<file path="src/rtl/sd_cmd_if.sv">
`default_nettype none
// ============================================================================
//  Module   : sd_cmd_if
//  Purpose  : Host-sequencer / pad-side bundle for the SD command engine.
//  Revision : 1.0 - initial release
// ============================================================================
interface sd_cmd_if;
  logic        clkFall;
  logic        clkRise;
  logic        cmdStart;
  logic [5:0]  cmdIndex;
  logic [31:0] cmdArg;
  logic        respExpect;
  logic        sdCmdIn;
  logic        sdCmdOut;
  logic        sdCmdOe;
  logic        busy;
  logic        done;
  logic [5:0]  respIndex;
  logic [31:0] respArg;
  logic        respCrcErr;
  logic        respTimeout;

  modport master (
    output clkFall, clkRise, cmdStart, cmdIndex, cmdArg, respExpect, sdCmdIn,
    input  sdCmdOut, sdCmdOe, busy, done, respIndex, respArg, respCrcErr, respTimeout
  );

  modport slave (
    input  clkFall, clkRise, cmdStart, cmdIndex, cmdArg, respExpect, sdCmdIn,
    output sdCmdOut, sdCmdOe, busy, done, respIndex, respArg, respCrcErr, respTimeout
  );
endinterface
`default_nettype wire

</file>
<file path="src/rtl/sd_cmd_engine.sv">
`default_nettype none
// ============================================================================
//  Module   : sd_cmd_engine
//  Purpose  : Serialises SD command frames on CMD and captures 48-bit replies,
//             generating and checking CRC7 on the fly.
//  Revision : 1.0 - initial release
// ============================================================================
module sd_cmd_engine #(
  parameter int TIMEOUT = 64,
  parameter int NCC     = 8
) (
  input wire      clkIn,
  input wire      rst,
  sd_cmd_if.slave bus
);
  localparam int                c_TO_W     = $clog2(TIMEOUT + 1);
  localparam logic [c_TO_W-1:0] c_TO_LAST  = c_TO_W'(TIMEOUT - 1);
  localparam logic [c_TO_W-1:0] c_TO_MAX   = c_TO_W'(TIMEOUT);
  localparam logic [5:0]        c_NCC_LAST = 6'(NCC - 1);

  typedef enum logic [2:0] {
    S_IDLE = 3'd0,
    S_SEND = 3'd1,
    S_WAIT = 3'd2,
    S_RECV = 3'd3,
    S_NCC  = 3'd4
  } state_t;

  state_t              r_state, w_stateNext;
  logic [39:0]         r_frame;
  logic                r_respExp;
  logic [6:0]          r_crc;
  logic [5:0]          r_cnt;
  logic [c_TO_W-1:0]   r_toCnt;
  logic [45:0]         r_rx;
  logic                r_out, r_oe, r_busy, r_done, r_crcErr, r_timeout;
  logic [5:0]          r_respIndex;
  logic [31:0]         r_respArg;
  logic                w_txBit;
  logic [46:0]         w_rxFull;

  function automatic logic [6:0] f_crc7(input logic [6:0] crc, input logic b);
    logic fb;
    fb = b ^ crc[6];
    return {crc[5:0], 1'b0} ^ (fb ? 7'h09 : 7'h00);
  endfunction

  // Frame body for the first 40 bits, then the CRC register drains MSB first.
  always_comb begin
    w_txBit = 1'b1;
    if (r_cnt < 6'd40)      w_txBit = r_frame[39];
    else if (r_cnt < 6'd47) w_txBit = r_crc[6];
  end

  // Received bits 46..0; the start bit is implied by entry into RECV.
  assign w_rxFull = {r_rx, bus.sdCmdIn};

  always_ff @(posedge clkIn or posedge rst) begin
    if (rst) r_state <= S_IDLE;
    else     r_state <= w_stateNext;
  end

  always_comb begin
    w_stateNext = r_state;
    case (r_state)
      S_IDLE: if (bus.cmdStart) w_stateNext = S_SEND;
      S_SEND: if (bus.clkFall && r_cnt == 6'd48) w_stateNext = r_respExp ? S_WAIT : S_NCC;
      S_WAIT: if (bus.clkRise) begin
                if (!bus.sdCmdIn)            w_stateNext = S_RECV;
                else if (r_toCnt == c_TO_LAST) w_stateNext = S_NCC;
              end
      S_RECV: if (bus.clkRise && r_cnt == 6'd47) w_stateNext = S_NCC;
      S_NCC:  if (bus.clkFall && r_cnt == c_NCC_LAST) w_stateNext = S_IDLE;
      default: w_stateNext = S_IDLE;
    endcase
  end

  always_ff @(posedge clkIn or posedge rst) begin
    if (rst) begin
      r_frame <= '0; r_respExp <= 1'b0; r_crc <= '0; r_cnt <= '0; r_toCnt <= '0; r_rx <= '0;
      r_out <= 1'b1; r_oe <= 1'b0; r_busy <= 1'b0; r_done <= 1'b0;
      r_crcErr <= 1'b0; r_timeout <= 1'b0; r_respIndex <= '0; r_respArg <= '0;
    end else begin
      r_done <= 1'b0;
      case (r_state)
        S_IDLE: if (bus.cmdStart) begin
          r_frame   <= {2'b01, bus.cmdIndex, bus.cmdArg};
          r_respExp <= bus.respExpect;
          r_crc     <= '0;
          r_cnt     <= '0;
          r_toCnt   <= '0;
          r_crcErr  <= 1'b0;
          r_timeout <= 1'b0;
          r_busy    <= 1'b1;
        end
        S_SEND: if (bus.clkFall) begin
          if (r_cnt == 6'd48) begin
            r_oe    <= 1'b0;
            r_out   <= 1'b1;
            r_cnt   <= '0;
            r_crc   <= '0;
            r_toCnt <= '0;
          end else begin
            r_oe  <= 1'b1;
            r_out <= w_txBit;
            r_cnt <= r_cnt + 6'd1;
            if (r_cnt < 6'd40) begin
              r_crc   <= f_crc7(r_crc, w_txBit);
              r_frame <= {r_frame[38:0], 1'b0};
            end else if (r_cnt < 6'd47) begin
              r_crc <= {r_crc[5:0], 1'b0};
            end
          end
        end
        S_WAIT: if (bus.clkRise) begin
          if (!bus.sdCmdIn) begin
            r_cnt <= 6'd1;
          end else begin
            if (r_toCnt != c_TO_MAX) r_toCnt <= r_toCnt + c_TO_W'(1);
            if (r_toCnt == c_TO_LAST) begin
              r_timeout <= 1'b1;
              r_cnt     <= '0;
            end
          end
        end
        S_RECV: if (bus.clkRise) begin
          r_rx <= {r_rx[44:0], bus.sdCmdIn};
          if (r_cnt < 6'd40) r_crc <= f_crc7(r_crc, bus.sdCmdIn);
          if (r_cnt == 6'd47) begin
            r_respIndex <= w_rxFull[45:40];
            r_respArg   <= w_rxFull[39:8];
            r_crcErr    <= (w_rxFull[7:1] != r_crc) | w_rxFull[46] | ~w_rxFull[0];
            r_cnt       <= '0;
          end else begin
            r_cnt <= r_cnt + 6'd1;
          end
        end
        S_NCC: if (bus.clkFall) begin
          if (r_cnt == c_NCC_LAST) begin
            r_done <= 1'b1;
            r_busy <= 1'b0;
            r_cnt  <= '0;
          end else begin
            r_cnt <= r_cnt + 6'd1;
          end
        end
        default: ;
      endcase
    end
  end

  assign bus.sdCmdOut    = r_out;
  assign bus.sdCmdOe     = r_oe;
  assign bus.busy        = r_busy;
  assign bus.done        = r_done;
  assign bus.respIndex   = r_respIndex;
  assign bus.respArg     = r_respArg;
  assign bus.respCrcErr  = r_crcErr;
  assign bus.respTimeout = r_timeout;
endmodule
`default_nettype wire

</file>
<file path="src/flat_wrapper.sv">
// flat-port wrapper written by rule: the top's interface ports become plain ports
module sd_cmd_engine_flat 
#(
  parameter int TIMEOUT = 64,
  parameter int NCC     = 8
)
  (clkIn, rst, bus_clkFall, bus_clkRise, bus_cmdStart, bus_cmdIndex, bus_cmdArg, bus_respExpect, bus_sdCmdIn, bus_sdCmdOut, bus_sdCmdOe, bus_busy, bus_done, bus_respIndex, bus_respArg, bus_respCrcErr, bus_respTimeout);
  sd_cmd_if bus_i ();
  input wire clkIn;
  input wire rst;
  input wire logic [$bits(bus_i.clkFall)-1:0] bus_clkFall;
  input wire logic [$bits(bus_i.clkRise)-1:0] bus_clkRise;
  input wire logic [$bits(bus_i.cmdStart)-1:0] bus_cmdStart;
  input wire logic [$bits(bus_i.cmdIndex)-1:0] bus_cmdIndex;
  input wire logic [$bits(bus_i.cmdArg)-1:0] bus_cmdArg;
  input wire logic [$bits(bus_i.respExpect)-1:0] bus_respExpect;
  input wire logic [$bits(bus_i.sdCmdIn)-1:0] bus_sdCmdIn;
  output wire logic [$bits(bus_i.sdCmdOut)-1:0] bus_sdCmdOut;
  output wire logic [$bits(bus_i.sdCmdOe)-1:0] bus_sdCmdOe;
  output wire logic [$bits(bus_i.busy)-1:0] bus_busy;
  output wire logic [$bits(bus_i.done)-1:0] bus_done;
  output wire logic [$bits(bus_i.respIndex)-1:0] bus_respIndex;
  output wire logic [$bits(bus_i.respArg)-1:0] bus_respArg;
  output wire logic [$bits(bus_i.respCrcErr)-1:0] bus_respCrcErr;
  output wire logic [$bits(bus_i.respTimeout)-1:0] bus_respTimeout;
  assign bus_i.clkFall = bus_clkFall;
  assign bus_i.clkRise = bus_clkRise;
  assign bus_i.cmdStart = bus_cmdStart;
  assign bus_i.cmdIndex = bus_cmdIndex;
  assign bus_i.cmdArg = bus_cmdArg;
  assign bus_i.respExpect = bus_respExpect;
  assign bus_i.sdCmdIn = bus_sdCmdIn;
  assign bus_sdCmdOut = bus_i.sdCmdOut;
  assign bus_sdCmdOe = bus_i.sdCmdOe;
  assign bus_busy = bus_i.busy;
  assign bus_done = bus_i.done;
  assign bus_respIndex = bus_i.respIndex;
  assign bus_respArg = bus_i.respArg;
  assign bus_respCrcErr = bus_i.respCrcErr;
  assign bus_respTimeout = bus_i.respTimeout;
  sd_cmd_engine #(.TIMEOUT(TIMEOUT), .NCC(NCC)) u_core (.clkIn(clkIn), .rst(rst), .bus(bus_i));
endmodule
</file>
<file path="config.mk">
export PLATFORM = sky130hd
export DESIGN_NAME = sd_cmd_engine_flat
export DESIGN_NICKNAME = d
export VERILOG_FILES = /design/src/rtl/sd_cmd_if.sv /design/src/rtl/sd_cmd_engine.sv /design/src/flat_wrapper.sv
export SDC_FILE = /design/constraint.sdc
export NUM_CORES = 1
export LEC_CHECK = 0
export CELL_PAD_IN_SITES_DETAIL_PLACEMENT = 0
export CELL_PAD_IN_SITES_GLOBAL_PLACEMENT = 1
export CORE_ASPECT_RATIO = 2
export CORE_UTILIZATION = 40
export DETAILED_ROUTE_END_ITERATION = 7
export PLACE_DENSITY = 0.69
export SLEW_MARGIN = 0
export SYNTH_ARGS = -nofsm -noshare
export SYNTH_HDL_FRONTEND = slang
export SYNTH_SLANG_ARGS = --single-unit
</file>
<file path="constraint.sdc">
create_clock -name clkIn -period 7.2 [get_ports clkIn]
set_clock_uncertainty 0.2 [all_clocks]
set_input_delay 1.44 -clock clkIn [delete_from_list [all_inputs] [get_ports clkIn]]
set_output_delay 1.44 -clock clkIn [all_outputs]
set_load 0.02 [all_outputs]
</file>
==> results.json <==
{
  "synth-async-reset-ratio": 1.00,
  "final.min_clock_period_ns": 4.42,
  "ys_types": 56,
  "max_cap_violations": 0,
  "regToRegEndpoint": "u_core.bus.respArg[27]",
  "p_int_mw": 2.02,
  "ff2ff_setup_slack_ns": 3.60,
  "grt_pass1_wl_mm": 23.4,
  "ant_nets": 0,
  "avgSynthCellArea_um2": 11.9,
  "max_freq_ghz": 0.226,
  "power_frac_comb": 0.273,
  "leakage_nw": 3.94,
  "critPathBufInv": 1,
  "worst-endpoint-arrival_ns": 4.52,
  "cp_slowest_cell": "nor2_4",
  "rsz0062_at_grt": "no",
  "crit_path_end_kind": "flop",
  "setup_slack_ns": 2.78,
  "num_io_pins": 89,
  "route.met3.wl_um": 384,
  "syn_to_final_growth_pct": 24.7,
  "seq_area_frac_synth": 0.564,
  "die_y_um": 187,
  "drt-pass1-iter-count": 7,
  "gr-total-overflow": 0,
  "fill_cells": 1490,
  "pwr-share-seq": 0.398,
  "antenna_found_initial": 0,
  "max_stage_delay_ns": 1.14,
  "timing.rr.start": "u_core.r_state[1]",
  "n_antenna_cell": 0,
  "die_w_um": 94.5,
  "grt_pass1_vias": 4764,
  "cp.required_ns": 7.30,
  "wl_met1_mm": 5.56,
  "slew_viol_final": 0,
  "drc_errors": 0,
  "routed_via_density": 5.19,
  "synth_nets": 626,
  "tns_ns": 0,
  "startpoint": "bus_clkRise",
  "powerDensity_nw_per_um2": 350,
  "instances_no_fill": 872,
  "worst-path-stages": 5,
  "cts.sinks": 154,
  "htree_levels": 4,
  "grt_max_degree": 98,
  "clk_pin_slew_ns": 0.06,
  "wl_met2_mm": 7.85,
  "path_cells": "clkdlybuf4s50_1 -> and3b_1 -> nand2_2 -> nor2_4 -> mux2_2",
  "synth_seq_cells": 154,
  "post_cts_buffers": 0,
  "postPlaceCellArea_um2": 7870,
  "io_buffer_count": 88,
  "final_common_cell": "dfrtp_1",
  "critical_path.max_fanout": 48,
  "fin_area_um2": 8530,
  "setup.worst_path.end": "u_core.bus.respArg[27]",
  "finalSetupViolCount": 0,
  "layout_common_cells": "153 x dfrtp_1, 89 x mux2_2, 88 x clkdlybuf4s50_1",
  "grt_usage": 0.171,
  "synth_area_um2": 6840,
  "ctsResizeCount": 0,
  "vias": 4522,
  "clockPowerShare": 0.329,
  "dp_hpwl_mm": 9.69,
  "start_kind": "input pin",
  "path_class": "input pin to flop",
  "numCtsBuffers": 17,
  "synth-edff-count": 0,
  "synthFlopType": "dfrtp_1",
  "drt-total-wl_mm": 14.2,
  "root_buffer": "clkbuf_16",
  "utilization": 0.509,
  "worstSkewPairLatency_ns": 0.42,
  "cts.path.max_buffers": 2,
  "core-area_um2": 16800,
  "nets": 702,
  "whs_ns": 0.280,
  "total_power_mw": 2.99,
  "start_util": 0.408,
  "drive_gt1_frac": 0.211,
  "peakVddDrop_mv": 0.192,
  "post-place-ws_ns": 2.33,
  "finalCritPeriodShare": 0.614,
  "yosysWarnings": 0,
  "p_sw_frac": 0.324,
  "rows": 67,
  "highest_layer": "met4",
  "worst_pin_slew_ns": 1.12,
  "outcome": "complete, no violations",
  "rr_worst_depth": 4,
  "power_switching_mw": 0.968,
  "critPathTopFamily": "simple AND/OR/NAND/NOR gates",
  "post_drt_wl_per_cell_um": 16.2,
  "hold_viol": 0,
  "synthCells": 577,
  "cts_tree": "yes",
  "hold_buffers": 0,
  "max_slew_margin": 0.250,
  "place_congestion": 0.814,
  "drtIter0Drc": 223,
  "dp.cells": 841,
  "holdCritPathClass": "flop to flop",
  "die_area_um2": 17700
}
## cell families (layout without fill, tap and decap cells)
| logic type | count (synthesis) | in the layout | share of synthesized area |
|---|---|---|---|
| DFF | 154 | 154 | 0.564 |
| muxes | 127 | 127 | 0.202 |
| buffers and inverters | 46 | 134 | 0.0291 |
| adders and majority gates | 4 | 4 | 0.00732 |
| xor gates and xnor gates | 9 | 9 | 0.0115 |
| AOI/OAI and AO/OA | 106 | 106 | 0.0940 |
| and+or+nand+nor | 131 | 131 | 0.0922 |
## area by class of cell
type / instances / area (um2) / share of cell area
flip-flops and latches: 154 / 3850 / 0.452
multi-input cells: 377 / 2800 / 0.329
repair buffers: 91 / 903 / 0.106
clock buffers: 18 / 439 / 0.0515
well taps: 207 / 259 / 0.0304
clock inverters: 13 / 218 / 0.0255
inverters: 12 / 50.0 / 0.00587
## layer usage
metal	vias up	GRT usage
li1	2186	-
met1	2228	0.190
met2	79	0.307
met3	29	0.0350
met4	0	0.0758
met5	-	0
## Yosys cell counts, types with 3 or more instances
cell,number,area share
nand3b_1,3,0.0033
o22ai_1,5,0.0046
nand2b_1,4,0.0037
buf_2,6,0.0044
nor2_1,17,0.0093
inv_1,12,0.0066
buf_4,3,0.0033
dfrtp_1,153,0.56
and2_1,4,0.0037
clkbuf_1,23,0.013
xor2_1,8,0.010
nand3_1,11,0.0080
o21ai_0,66,0.048
a21oi_1,10,0.0073
nand2_1,72,0.040
ha_1,4,0.0073
mux2i_1,38,0.056
o31ai_1,3,0.0033
nor2b_1,3,0.0027
mux2_2,89,0.15
## worst register-to-register path, cell delays in order, from the launching register on
cell and delay, ns:
dfrtp_1 0.71, and3b_1 0.33, nand2_2 0.63, nor2_4 1.16
mux2_2 0.45
## power by group through the flow
stage,sequential (mW),combinational [mW],clock [mW]
global route,1.21,0.920,1.04
CTS,1.19,0.828,1.01
finish,1.19,0.814,0.982
floorplan,1.13,0.687,0
global placement,1.19,0.801,0
detailed placement,1.20,0.827,0
## state kept, by name, summed over array words and instances (netlist names)
register                count
u_core.bus.busy             1
u_core.bus.done             1
u_core.bus.respCrcErr       1
u_core.bus.sdCmdOut         1
u_core.bus.respArg         32
u_core.r_cnt                6
u_core.r_crc                7
u_core.r_rx                46
u_core.bus.respTimeout      1
u_core.r_toCnt              7
u_core.r_frame             40
u_core.r_respExp            1
u_core.bus.sdCmdOe          1
u_core.bus.respIndex        6
u_core.r_state              3
## worst min-delay path by stage
stage	from	to	slack, ns	cells after the start
after detailed placement	u_core.r_frame[30]	u_core.r_frame[30]	0.27	2
after floorplan	u_core.r_frame[0]	u_core.r_frame[0]	0.25	2
after global routing	u_core.r_frame[15]	u_core.r_frame[15]	0.30	2
final	u_core.r_frame[30]	u_core.r_frame[30]	0.28	2
after CTS	u_core.r_frame[30]	u_core.r_frame[30]	0.29	2
after global placement	u_core.r_frame[19]	u_core.r_frame[19]	0.26	2
Note: power is estimated with default switching activity, not from simulation.
